### src/rtl/tile_line_fetch.sv
// tile_line_fetch: fetches one scanline of tile pixels from video RAM and tile ROM into the back bank of a
// double-buffered line buffer while the front bank is displayed.
module tile_line_fetch #(
  parameter int TILE_W = 8,
  parameter int TILES_PER_LINE = 28,
  parameter int BPP = 2,
  parameter logic [15:0] TILE_BASE = 16'h4000,
  parameter logic [15:0] PAL_BASE = 16'h4400,
  localparam int B = TILE_W * BPP / 8,
  localparam int RA_W = 8 + $clog2(TILE_W) + $clog2(B)
) (
  input  logic            clk,
  input  logic            rst,
  input  logic            line_start,
  input  logic [8:0]      row,
  output logic            ram_req,
  output logic [15:0]     ram_addr,
  input  logic            ram_valid,
  input  logic [7:0]      ram_rdata,
  output logic [RA_W-1:0] rom_addr,
  input  logic [7:0]      rom_data,
  input  logic [9:0]      pix_col,
  input  logic            blank,
  output logic [7:0]      color_index,
  output logic            busy,
  output logic            line_late
);
  localparam int N = TILE_W * TILES_PER_LINE;
  localparam int TW_L = $clog2(TILE_W);
  localparam int BC_W = $clog2(B + 1);
  localparam int IW = $clog2(N);
  localparam int EW = 6 + BPP;
  localparam int PX_W = BPP < 2 ? 2 : BPP;
  localparam int PW = TILE_W * BPP;
  typedef enum logic [2:0] {IDLE, RD_TILE, RD_PAL, RD_ROM, WRITE} state_t;
  state_t state_q, state_d;
  logic [15:0] t_q, t_d, ram_addr_q, ram_addr_d, off;
  logic [8:0] row_q, row_d;
  logic [7:0] tile_q, tile_d, ci_q, ci_d;
  logic [5:0] pal_q, pal_d;
  logic [BC_W-1:0] b_q, b_d;
  logic [PW-1:0] pix_q, pix_d;
  logic [RA_W-1:0] rom_addr_q, rom_addr_d;
  logic ram_req_q, ram_req_d, drain_q, drain_d, front_q, front_d;
  logic busy_q, busy_d, line_late_q, line_late_d;
  logic [EW-1:0] mem [2][N];
  logic [EW-1:0] rd_e;
  function automatic logic [RA_W-1:0] raddr(input logic [7:0] code, input logic [TW_L-1:0] rm, input int bn);
    return RA_W'(int'(code) * TILE_W * B + int'(rm) * B + bn);
  endfunction
  always_comb begin
    state_d = state_q;
    t_d = t_q;
    row_d = row_q;
    tile_d = tile_q;
    pal_d = pal_q;
    b_d = b_q;
    pix_d = pix_q;
    ram_req_d = ram_req_q;
    ram_addr_d = ram_addr_q;
    rom_addr_d = rom_addr_q;
    drain_d = drain_q;
    front_d = front_q ^ line_start;
    line_late_d = line_start && state_q != IDLE;
    off = 16'(row_q >> TW_L) * 16'(TILES_PER_LINE) + t_q;
    case (state_q)
      RD_TILE:
        if (!ram_req_q) begin
          ram_req_d = 1'b1;
          ram_addr_d = TILE_BASE + off;
        end else if (ram_valid) begin
          ram_req_d = 1'b0;
          drain_d = 1'b0;
          tile_d = ram_rdata;
          state_d = drain_q ? RD_TILE : RD_PAL;
        end
      RD_PAL:
        if (!ram_req_q) begin
          ram_req_d = 1'b1;
          ram_addr_d = PAL_BASE + off;
        end else if (ram_valid) begin
          ram_req_d = 1'b0;
          pal_d = ram_rdata[5:0];
          b_d = '0;
          rom_addr_d = raddr(tile_q, row_q[TW_L-1:0], 0);
          state_d = RD_ROM;
        end
      RD_ROM: begin
        // rom_data seen with count b belongs to the address issued at count b-1
        b_d = b_q + BC_W'(1);
        if (b_q != '0) pix_d[8 * (B - int'(b_q)) +: 8] = rom_data;
        if (int'(b_q) < B - 1) rom_addr_d = raddr(tile_q, row_q[TW_L-1:0], int'(b_q) + 1);
        if (int'(b_q) == B) state_d = WRITE;
      end
      WRITE: begin
        t_d = t_q + 16'd1;
        state_d = t_q == 16'(TILES_PER_LINE - 1) ? IDLE : RD_TILE;
      end
      default: ;
    endcase
    // a restart keeps any outstanding request alive so its completion can be drained
    if (line_start) begin
      state_d = RD_TILE;
      t_d = '0;
      row_d = row;
      ram_req_d = ram_req_q && !ram_valid;
      drain_d = ram_req_q && !ram_valid;
      ram_addr_d = ram_addr_q;
    end
    busy_d = state_d != IDLE;
    rd_e = mem[front_q][pix_col[IW-1:0]];
    ci_d = blank || pix_col >= 10'(N) ? 8'h00 : 8'({rd_e[EW-1:BPP], PX_W'(rd_e[BPP-1:0])});
  end
  always_ff @(posedge clk)
    if (state_q == WRITE && !line_start && !rst)
      for (int i = 0; i < TILE_W; i++)
        mem[~front_q][IW'(int'(t_q) * TILE_W + i)] <= {pal_q, pix_q[PW - BPP * (i + 1) +: BPP]};
  always_ff @(posedge clk)
    if (rst) begin
      state_q <= IDLE;
      t_q <= '0;
      row_q <= '0;
      tile_q <= '0;
      pal_q <= '0;
      b_q <= '0;
      pix_q <= '0;
      ram_req_q <= 1'b0;
      ram_addr_q <= '0;
      rom_addr_q <= '0;
      drain_q <= 1'b0;
      front_q <= 1'b0;
      busy_q <= 1'b0;
      line_late_q <= 1'b0;
      ci_q <= '0;
    end else begin
      state_q <= state_d;
      t_q <= t_d;
      row_q <= row_d;
      tile_q <= tile_d;
      pal_q <= pal_d;
      b_q <= b_d;
      pix_q <= pix_d;
      ram_req_q <= ram_req_d;
      ram_addr_q <= ram_addr_d;
      rom_addr_q <= rom_addr_d;
      drain_q <= drain_d;
      front_q <= front_d;
      busy_q <= busy_d;
      line_late_q <= line_late_d;
      ci_q <= ci_d;
    end
  assign ram_req = ram_req_q;
  assign ram_addr = ram_addr_q;
  assign rom_addr = rom_addr_q;
  assign color_index = ci_q;
  assign busy = busy_q;
  assign line_late = line_late_q;
endmodule

### config.mk
export PLATFORM = sky130hd
export DESIGN_NAME = tile_line_fetch
export DESIGN_NICKNAME = d
export VERILOG_FILES = /design/src/rtl/tile_line_fetch.sv
export SDC_FILE = /design/constraint.sdc
export NUM_CORES = 2
export LEC_CHECK = 0
export CORE_ASPECT_RATIO = 0.8
export CORE_UTILIZATION = 31
export DETAILED_ROUTE_END_ITERATION = 8
export PLACE_DENSITY = 0.47
export SKIP_CTS_REPAIR_TIMING = 1
export SYNTH_ARGS = -nofsm -noshare
export SYNTH_HDL_FRONTEND = slang
export SYNTH_SLANG_ARGS = --single-unit
### constraint.sdc
create_clock -name clk -period 13.2 [get_ports clk]
set_input_delay 1.98 -clock clk [delete_from_list [all_inputs] [get_ports clk]]
set_output_delay 1.98 -clock clk [all_outputs]
set_load 0.02 [all_outputs]
==> impl_results.html <==
<table>
<tr><th>Metric</th><th>Value</th></tr>
<tr><th colspan="2">Logic synthesis</th></tr>
<tr><td>Share of synthesized area occupied by flip-flops and latches</td><td>0.7046</td></tr>
<tr><td>Xor/xnor share of the synthesized area</td><td>0.005852</td></tr>
<tr><td>Post-synthesis mux area share</td><td>0.1455</td></tr>
<tr><td>Netlist area before placement</td><td>0.05537 sq mm</td></tr>
<tr><td>Yosys synthesis warning count</td><td>0</td></tr>
<tr><td>FF+latch count, synth</td><td>1,333</td></tr>
<tr><td>Async set or reset register ratio after synthesis</td><td>0</td></tr>
<tr><td>Largest family of logic cells by synthesized area</td><td>multiplexers</td></tr>
<tr><td>Area share of fa/ha/maj cells after synthesis</td><td>0.009219</td></tr>
<tr><td>Number of enable flip-flop cells after synthesis</td><td>1,232</td></tr>
<tr><td>Number of unique standard cell types used by synthesis</td><td>69</td></tr>
<tr><td>Post-synth top flop</td><td>edfxtp_1</td></tr>
<tr><td>Area share of and/or/nand/nor cells after synthesis</td><td>0.04928</td></tr>
<tr><td>Post-synthesis compound-gate area fraction</td><td>0.05172</td></tr>
<tr><td>Post-synthesis area per instance</td><td>17.05 sq um</td></tr>
<tr><td>Post-synthesis instance total</td><td>3,247</td></tr>
<tr><th colspan="2">Timing</th></tr>
<tr><td>Normalized max-slew margin</td><td>0.1735</td></tr>
<tr><td>Worst setup skew after layout</td><td>28.44 ps</td></tr>
<tr><td>Final-report setup violation count</td><td>0</td></tr>
<tr><td>Max Fclk</td><td>197.1 MHz</td></tr>
<tr><td>Setup slack of the critical path after layout</td><td>8127 ps</td></tr>
<tr><td>Final total negative setup slack</td><td>0 ps</td></tr>
<tr><td>Hold Fails Final Rpt</td><td>0</td></tr>
<tr><td>Number of pins with negative max-slew slack in the final report</td><td>0</td></tr>
<tr><td>Final hold slack</td><td>455.5 ps</td></tr>
<tr><td>Shortest clock period the worst path allows after layout</td><td>5073 ps</td></tr>
<tr><td>Final Cycle Share</td><td>0.3843</td></tr>
<tr><td>Worst-margin pin slew</td><td>1240 ps</td></tr>
<tr><td>Unrepaired setup endpoints after global routing</td><td>false</td></tr>
<tr><th colspan="2">Power</th></tr>
<tr><td>Total internal power</td><td>7.264 mW</td></tr>
<tr><td>Fraction of power consumed by the clock network</td><td>0.444</td></tr>
<tr><td>Power after layout</td><td>9.250 mW</td></tr>
<tr><td>Pleak</td><td>24.05 nW</td></tr>
<tr><td>Relative contribution of sequential cells to total power</td><td>0.503</td></tr>
<tr><td>Psw</td><td>1.985 mW</td></tr>
<tr><td>Sw Share</td><td>0.2146</td></tr>
<tr><td>Power density cells</td><td>142.6 mW/mm^2</td></tr>
<tr><td>Worst-case vdd ir drop</td><td>0.1266 mV</td></tr>
<tr><td>Part of the power in combinational logic</td><td>0.053</td></tr>
<tr><th colspan="2">Clock network</th></tr>
<tr><td>Maximum buffer depth of the clock tree</td><td>3</td></tr>
<tr><td>Source-to-sink clock delay at the later pin of the worst-skew pair</td><td>770 ps</td></tr>
<tr><td>TritonCTS Sinks</td><td>1,333</td></tr>
<tr><td>Deepest level of the CTS H-tree</td><td>4</td></tr>
<tr><td>Post-CTS clock slew at the launch and capture registers of the worst setup and hold paths</td><td>60 ps</td></tr>
<tr><td>Clock Tree Root</td><td>clkbuf_16</td></tr>
<tr><td>Number of buffers created by CTS</td><td>146</td></tr>
<tr><td>Clock tree from TritonCTS</td><td>yes</td></tr>
<tr><th colspan="2">Global route</th></tr>
<tr><td>Pin count of the biggest net entering global routing</td><td>116</td></tr>
<tr><td>Via count of the first global-routing pass</td><td>28,550</td></tr>
<tr><td>GR Util All Layers</td><td>0.1461</td></tr>
<tr><td>First-pass GRT wire length</td><td>194,500 um</td></tr>
<tr><td>Grt total ovfl</td><td>0</td></tr>
<tr><td>Number of antenna violations at the first check in global routing</td><td>10</td></tr>
<tr><th colspan="2">Cells and area</th></tr>
<tr><td>Fraction of layout instances using a drive strength above 1</td><td>0.1780</td></tr>
<tr><td>Area of all placed cells without fillers</td><td>0.06488 sq mm</td></tr>
<tr><td>Utilization of the core after routing</td><td>0.3662</td></tr>
<tr><td>Most common cell after layout, fill and taps aside</td><td>edfxtp_1</td></tr>
<tr><td>Leading cell types in the layout, fill and taps excluded</td><td>edfxtp_1, conb_1, mux4_2, nand2_1, a21o_1</td></tr>
<tr><td>Layout Nets</td><td>3,746</td></tr>
<tr><td>Area growth from synthesis to final layout</td><td>17.17%</td></tr>
<tr><td>Final non-filler cell total</td><td>6,169</td></tr>
<tr><th colspan="2">Placement</th></tr>
<tr><td>Dpl cell area</td><td>0.06007 sq mm</td></tr>
<tr><td>Global placer's final weighted congestion</td><td>0.7417</td></tr>
<tr><td>Placed cells</td><td>5,902</td></tr>
<tr><td>Detailed placer's ending HPWL</td><td>78,110 um</td></tr>
<tr><td>Post-placement setup slack</td><td>7153 ps</td></tr>
<tr><td>Input/output buffers</td><td>78</td></tr>
<tr><th colspan="2">Critical path</th></tr>
<tr><td>R2r endpoint</td><td>color_index[0]$_SDFF_PP0_</td></tr>
<tr><td>Worst Setup End Kind</td><td>flop</td></tr>
<tr><td>CP startpoint kind</td><td>primary input</td></tr>
<tr><td>Minimum setup slack among reg-to-reg paths</td><td>8470 ps</td></tr>
<tr><td>Reg-to-reg critical path startpoint</td><td>front_q$_SDFF_PP0_</td></tr>
<tr><td>Number of cells on the worst reg-to-reg path</td><td>8</td></tr>
<tr><td>Setup CP Type</td><td>primary input to flop</td></tr>
<tr><td>Worst endpoint required time</td><td>13,810 ps</td></tr>
<tr><td>Worst path arrival time</td><td>5690 ps</td></tr>
<tr><td>Maximum fanout along the worst path</td><td>65</td></tr>
<tr><th colspan="2">Routing</th></tr>
<tr><td>Total number of vias</td><td>28,660</td></tr>
<tr><td>Via count normalized by instance count</td><td>4.646</td></tr>
<tr><td>Total Routed Length</td><td>131,000 um</td></tr>
<tr><td>Violation count after the first detailed-routing iteration</td><td>2,475</td></tr>
<tr><td>Router iterations before antenna repair</td><td>5</td></tr>
<tr><td>Remaining antenna violation count</td><td>0</td></tr>
<tr><td>Mean routed wirelength per cell</td><td>21.24 um</td></tr>
<tr><td>Remaining DRCs</td><td>0</td></tr>
<tr><th colspan="2">Floorplanning</th></tr>
<tr><td>Floorplan die width</td><td>474.5 um</td></tr>
<tr><td>Die outline area</td><td>0.1803 sq mm</td></tr>
<tr><td>Effective utilization at floorplan</td><td>0.3126</td></tr>
<tr><td>Core Box Area</td><td>0.1772 sq mm</td></tr>
<tr><td>I/O Pins</td><td>79</td></tr>
<tr><td>Cell row count</td><td>138</td></tr>
<tr><td>Die Ht</td><td>380.0 um</td></tr>
<tr><th colspan="2">Min path</th></tr>
<tr><td>Hold Path End</td><td>pal_q[1]$_SDFFE_PP0P_</td></tr>
<tr><td>Type of the most critical hold path</td><td>flop to flop</td></tr>
<tr><td>Worst hold start</td><td>pal_q[1]$_SDFFE_PP0P_</td></tr>
<tr><td>Min-Delay Path Depth</td><td>2</td></tr>
<tr><th colspan="2">Flow run</th></tr>
<tr><td>Max-cap violations</td><td>0</td></tr>
<tr><th colspan="2">Outcome</th></tr>
<tr><td>Run status</td><td>completed</td></tr>
</table>
-- worst max-delay path, stage by stage --
cell and delay (ps):
buf_8 400, buf_4 690, mux4_2 430, mux4_2 520, mux2i_1 510, nor3_1 140, o21bai_1 230, nor4b_1 540
a32oi_1 110
-- worst max path at each step --
stage | start | depth (start not counted) | endpoint
after floorplan | line_start | 4 | mem[1][1472]$_DFFE_PP_
after global placement | pix_col[0] | 9 | color_index[1]$_SDFF_PP0_
after detailed placement | pix_col[0] | 9 | color_index[1]$_SDFF_PP0_
after CTS | pix_col[0] | 9 | color_index[1]$_SDFF_PP0_
after global routing | pix_col[0] | 9 | color_index[1]$_SDFF_PP0_
final | pix_col[0] | 9 | color_index[1]$_SDFF_PP0_
-- flip-flops by register name (all words and copies together) (netlist names) --
signal	flops
b_q	2
busy	1
color_index	8
drain_q	1
front_q	1
line_late	1
mem	1232
pal_q	6
pix_q	16
ram_addr	16
ram_req	1
rom_addr	12
row_q	9
state_q	3
t_q	16
tile_q	8
-- routing by layer --
metal	track usage	part of all wire	routed length, um	up-vias
met2	0.2095	0.43	56560	692
li1	-	-	-	12930
met5	0	0.00045	59	-
met1	0.2241	0.49	64330	14870
met4	0.03595	0.017	2197	8
met3	0.02962	0.060	7859	164
-- kinds of logic (layout without fill, tap and decap cells) --
group,count (synthesis),count (layout)
flip-flops,1333,1333
AND/OR/NAND/NOR,582,582
buffers and inverters,434,447
multiplexers,413,413
AO/OA/AOI/OAI,411,411
XOR/XNOR,37,37
adder cells (fa/ha/maj),36,36
other,1,530
-- cells in the mapped netlist, drive strengths merged (8+ instances only) --
| cell | instances | area, sq um |
|---|---|---|
| nor2 | 121 | 456.7 |
| clkbuf | 304 | 1142 |
| fa | 8 | 160.2 |
| nor2b | 34 | 212.7 |
| a22o | 11 | 96.34 |
| xnor2 | 17 | 148.9 |
| o22ai | 18 | 112.6 |
| nand3 | 49 | 245.2 |
| nand2b | 9 | 56.30 |
| a221oi | 8 | 76.32 |
| o221ai | 9 | 78.83 |
| mux4 | 313 | 7049 |
| nor3 | 30 | 150.1 |
| and2 | 20 | 125.1 |
| a22oi | 28 | 210.2 |
| xor2 | 20 | 175.2 |
| nand2 | 238 | 893.4 |
| buf | 100 | 610.6 |
| inv | 30 | 112.6 |
| nor4 | 13 | 81.33 |
| dfxtp | 101 | 2022 |
| ha | 28 | 350.3 |
| edfxtp | 1232 | 37000 |
| a211oi | 23 | 172.7 |
| a21o | 173 | 1299 |
| and3 | 12 | 75.07 |
| or3 | 11 | 68.82 |
| mux2i | 94 | 940.9 |
| nor3b | 12 | 106.4 |
| o21ai | 29 | 145.1 |
| a21oi | 76 | 380.4 |
-- area by class of cell --
type	count	area, sq um
Inverter	30	112.6
Multi-Input combinational cell	2007	16580
Tap cell	2380	2978
Clock buffer	179	3934
Antenna cell	2	5.005
Timing Repair Buffer	152	1339
Sequential cell	1333	39050
Clock inverter	86	870.8
Fill cell	16900	112300
-- power groups by stage --
stage / Combinational (mW) / Clock, mW / Sequential, mW
finish: 0.487 / 4.11 / 4.65
global route: 0.531 / 4.39 / 4.66
CTS: 0.494 / 4.23 / 4.65
detailed placement: 0.493 / 0 / 4.74
global placement: 0.494 / 0 / 4.74
floorplan: 0.361 / 0 / 4.73
No activity file was read; power rests on OpenSTA's default activity.
